File: src/rtl/alu_mul_seq.sv
// alu_mul_seq: iterative shift-add multiplier using the shared ALU in ADD mode; define MUL_SEQ_EARLY_EXIT_EN to stop RUN once the remaining multiplier bits are zero
`ifndef REG_WIDTH
`define REG_WIDTH 32
`endif
module alu_mul_seq #(
  parameter int REG_WIDTH = `REG_WIDTH
) (
  input  logic                 clk,
  input  logic                 rst,
  input  logic                 req_valid,
  output logic                 req_ready,
  input  logic [REG_WIDTH-1:0] op_a,
  input  logic [REG_WIDTH-1:0] op_b,
  output logic                 resp_valid,
  input  logic                 resp_ready,
  output logic [REG_WIDTH-1:0] resp_data,
  output logic [2:0]           alu_sel,
  output logic [REG_WIDTH-1:0] alu_a,
  output logic [REG_WIDTH-1:0] alu_b,
  input  logic [REG_WIDTH-1:0] alu_res,
  output logic                 busy
);
  localparam int CW = $clog2(REG_WIDTH);
  localparam logic [1:0] IDLE = 2'd0;
  localparam logic [1:0] RUN  = 2'd1;
  localparam logic [1:0] DONE = 2'd2;
  localparam logic [CW-1:0] LAST_CNT = CW'(REG_WIDTH - 1);
  logic [1:0]           state;
  logic [REG_WIDTH-1:0] acc;
  logic [REG_WIDTH-1:0] mcand;
  logic [REG_WIDTH-1:0] mplier;
  logic [CW-1:0]        cnt;
  logic                 last;
  // final RUN step: fixed count, or optionally when no multiplier bits remain
  always_comb begin
`ifdef MUL_SEQ_EARLY_EXIT_EN
    last = (cnt == LAST_CNT) || (mplier[REG_WIDTH-1:1] == '0);
`else
    last = cnt == LAST_CNT;
`endif
  end
  // sequencer state and datapath registers
  always_ff @(posedge clk or posedge rst) begin
    if (rst) begin
      state  <= IDLE;
      acc    <= '0;
      mcand  <= '0;
      mplier <= '0;
      cnt    <= '0;
    end else begin
      case (state)
        IDLE: if (req_valid) begin
          acc    <= '0;
          mcand  <= op_a;
          mplier <= op_b;
          cnt    <= '0;
          state  <= RUN;
        end
        RUN: begin
          if (mplier[0]) acc <= alu_res;
          mcand  <= mcand << 1;
          mplier <= mplier >> 1;
          cnt    <= cnt + CW'(1);
          if (last) state <= DONE;
        end
        DONE: if (resp_ready) state <= IDLE;
        default: state <= IDLE;
      endcase
    end
  end
  // handshake and ALU operands; ALU inputs are zero outside RUN so the owner can mux them
  always_comb begin
    req_ready  = state == IDLE;
    resp_valid = state == DONE;
    busy       = state != IDLE;
    resp_data  = acc;
    alu_sel    = 3'b000;
    alu_a      = state == RUN ? acc : '0;
    alu_b      = state == RUN ? mcand : '0;
  end
endmodule
File: config.mk
export PLATFORM = sky130hd
export DESIGN_NAME = alu_mul_seq
export DESIGN_NICKNAME = d
export VERILOG_FILES = /design/src/rtl/alu_mul_seq.sv
export SDC_FILE = /design/constraint.sdc
export NUM_CORES = 1
export LEC_CHECK = 0
export ABC_AREA = 1
export CAP_MARGIN = 25
export CORE_MARGIN = 3
export CORE_UTILIZATION = 40
export CTS_CLUSTER_DIAMETER = 50
export DETAILED_ROUTE_END_ITERATION = 8
export GPL_ROUTABILITY_DRIVEN = 1
export PLACE_DENSITY_LB_ADDON = 0.08
export SLEW_MARGIN = 40
export SYNTH_ARGS = -nofsm -noshare
export SYNTH_HDL_FRONTEND = slang
export SYNTH_SLANG_ARGS = --single-unit
File: constraint.sdc
create_clock -name clk -period 11.4 [get_ports clk]
set_input_delay 2.85 -clock clk [delete_from_list [all_inputs] [get_ports clk]]
set_output_delay 2.85 -clock clk [all_outputs]
set_load 0.02 [all_outputs]
==> results summary <==
For this design the static power due to leakage is 3.61 nW. The number of distinct library cell variants in the gate-level netlist after synthesis is 19. The first-pass detailed-route iteration total is 5. In this run the worst hold path is classified as register to register. The total area of multi-input combinational cells is 0.00200 sq mm.

Summing all flip-flop and latch instances after layout gives 0.00258 sq mm. TritonCTS built the clock tree. STA classifies the critical path endpoint as an output pin. The clock arrives with 0.00898 ns of skew.

The number of remaining DRC errors came out at 0. The area growth from synthesis to final layout is 45.4%. The first routing iteration left 419 violations. The final wirelength came out at 14,600 microns. In this run the count of I/O pins placed on the die edge is 202. The net total in the final layout came out at 919. The arrival time of the worst setup path came out at 3.13 ns.

The buffer count from post-CTS setup fixing is 0. For this run, the register share of the synthesized area comes to 50.7%. The global-route wire length before repair came out at 24,300 microns. After synthesis, the mean cell area works out to 7.76 sq um. The filler cell count came out at 1,160. The summed negative setup slack over all endpoints came out at 0 ns. The area of the die came out at 0.0141 sq mm.

After synthesis the netlist holds a flip-flop and latch count of 103. The number of buffers added on ports came out at 198. In this run the clock root is driven by a sky130_fd_sc_hd__clkbuf_16. The leading cell type in the layout, fill and taps excluded is sky130_fd_sc_hd__clkdlybuf4s50_1. The number of endpoints failing setup at the final stage came out at 0. The total of hold buffers inserted after clock tree synthesis came out at 0. The actual transition at the worst max-transition pin is 0.728 ns. The number of global-route vias before repair is 4,765. CTS built an H-tree with a depth of 3. The relative slew slack is 51.4%.

Setup repair after global routing left no endpoint under its margin. The clock transition at the register clock pins on the worst setup and hold paths after CTS came out at 0.07 ns. The maximum number of pins on one net before global-route repair came out at 109. The worst setup path is launched from a register. The vertical extent of the die came out at 119 microns. In the global route stage, overall resource usage came out at 20.7%. The final count of pins violating max slew came out at 0. For the worst setup path, the data required time is 8.55 ns. The clock latency on the worst-skew pair is 0.34 ns.

Once the clock tree was built, the resizer swapped 0 gates to a different size. The average detailed-routed wire length per instance is 14.8 microns. Across the run, the number of max-cap violations was 0. The power per cell area is 257 mW/mm^2. The initial antenna violation count came out at 0. The area of the mapped netlist came out at 0.00508 sq mm. The detail route stage leaves a number of antenna-violating nets equal to 0. The sink count of the clock tree is 103. The effective utilization at floorplan came out at 41.6%. The synthesis warning total came out at 0.

The maximum VDD drop came out at 0.112 mV. The number of buffers added by the clock tree synthesis step is 9. The clock period could shrink to 5.98 ns. In the layout the commonest cells are sky130_fd_sc_hd__clkdlybuf4s50_1 (198), sky130_fd_sc_hd__nand3_1 (197), sky130_fd_sc_hd__nand2_1 (147). The largest fanout on the critical path is 64. The maximum root-to-sink buffer count came out at 2. The start-to-end type of the worst setup path is register to output pin. The residual overflow from global routing is 0. The final hold violation count is 0. Synthesis handed over a netlist of 655 instances. The flow ran to the end, and the final reports show no timing, DRC or antenna violations.

The maximum clock frequency came out at 167 MHz. The share of the cycle needed by the critical path after routing is 52.5%. The final route contains 5,040 vias. The placer congestion estimate is 0.807. Before CTS, the worst setup slack after placement is 5.82 ns. The site row count came out at 40. The per-cell via count in the routed design is 5.09.

The count of inserted antenna diode cells is 0. The post-route worst setup slack is 5.42 ns. The detailed placer's ending HPWL is 9890 microns.

The core region is 0.0122 sq mm. From left edge to right edge, the die measures 119 microns. The fraction of final layout cells with drive strength greater than 1 is 3.89%.
[where the power goes]
part,total (mW),internal [mW],switching (mW)
Combinational,0.960,0.429,0.531
Sequential,0.638,0.519,0.119
Clock,0.300,0.157,0.143
Total,1.90,1.10,0.793
[logic make-up (layout without fill, tap and decap cells)]
| family | count (synthesis) | in the layout | share of synthesized area, % |
|---|---|---|---|
| AND/OR/NAND/NOR | 420 | 420 | 38.0 |
| buffers and inverters | 125 | 290 | 10.3 |
| flip-flops | 103 | 103 | 50.7 |
| AO/OA/AOI/OAI | 4 | 4 | 0.443 |
| adder cells (fa/ha/maj) | 2 | 2 | 0.493 |
| other | 1 | 3 | 0.0738 |
[stage by stage]
step	total power [mW]	std cells	utilization, %	hold slack [ns]	instance area, sq um
after floorplan	1.18	657	-	0.466	5090
after global placement	1.59	973	57.8	0.473	7060
after detailed placement	1.61	973	58.0	0.483	7080
after CTS	1.91	989	60.4	0.496	7370
after global routing	2.03	990	60.5	0.521	7390
final	1.90	990	60.5	0.493	7390
[layer usage]
metal | GRT usage [%] | wire, microns
met2 | 34.3 | 7110
met5 | 0 | 0
met4 | 5.65 | 252
met3 | 3.01 | 849
met1 | 28.3 | 6420
[synthesized netlist by cell type]
| cell | number | area share, % |
|---|---|---|
| sky130_fd_sc_hd__nand2_1 | 148 | 11 |
| sky130_fd_sc_hd__o31ai_1 | 1 | 0.15 |
| sky130_fd_sc_hd__ha_1 | 2 | 0.49 |
| sky130_fd_sc_hd__nand3_1 | 197 | 19 |
| sky130_fd_sc_hd__nand4_1 | 33 | 4.1 |
| sky130_fd_sc_hd__buf_4 | 4 | 0.59 |
| sky130_fd_sc_hd__nor2_1 | 37 | 2.7 |
| sky130_fd_sc_hd__o21ai_0 | 1 | 0.098 |
| sky130_fd_sc_hd__conb_1 | 1 | 0.074 |
| sky130_fd_sc_hd__inv_2 | 2 | 0.15 |
| sky130_fd_sc_hd__a21oi_1 | 1 | 0.098 |
| sky130_fd_sc_hd__clkbuf_1 | 18 | 1.3 |
| sky130_fd_sc_hd__inv_1 | 68 | 5.0 |
| sky130_fd_sc_hd__nand2_2 | 3 | 0.37 |
| sky130_fd_sc_hd__dfrtp_1 | 103 | 51 |
| sky130_fd_sc_hd__o21ai_1 | 1 | 0.098 |
| sky130_fd_sc_hd__buf_1 | 2 | 0.15 |
| sky130_fd_sc_hd__buf_2 | 31 | 3.1 |
| sky130_fd_sc_hd__nor2_4 | 2 | 0.44 |
[state kept, by name, summed over array words and instances (netlist names)]
name,count
state,2
mcand,32
cnt,5
mplier,32
resp_data,32
[worst max-delay path: stages (launching register included)]
cell and delay, ns:
sky130_fd_sc_hd__dfrtp_1 0.73, sky130_fd_sc_hd__buf_4 0.42, sky130_fd_sc_hd__inv_1 0.12, sky130_fd_sc_hd__nor2_4 0.09, sky130_fd_sc_hd__buf_4 0.52, sky130_fd_sc_hd__nand2_1 0.16
sky130_fd_sc_hd__inv_1 0.09, sky130_fd_sc_hd__clkdlybuf4s50_1 0.62
[cell type report]
class                   count  area share (%)
multi-input cells         429            27.1
clock inverters             6           0.695
well taps                 168            2.85
flip-flops and latches    103            34.9
clock buffers              10            3.24
repair buffers            204            27.6
inverters                  70            3.59
[worst paths after layout]
kind                                  startpoint                   endpoint  slack [ns]  cells past startpoint
setup reg to reg            state[0]$_DFFE_PP0P_  resp_data[31]$_DFFE_PP0P_        8.56                      7
max in group asynchronous                    rst      mplier[0]$_DFFE_PP0P_        7.52                      3
hold reg to reg            mplier[5]$_DFFE_PP0P_      mplier[4]$_DFFE_PP0P_        0.49                      2
hold / removal             mplier[5]$_DFFE_PP0P_      mplier[4]$_DFFE_PP0P_        0.49                      2
setup / recovery            state[0]$_DFFE_PP0P_                  alu_b[16]        5.42                      7
min in group asynchronous                    rst      mcand[11]$_DFFE_PP0P_        2.84                      2
No activity file was read; power rests on OpenSTA's default activity.
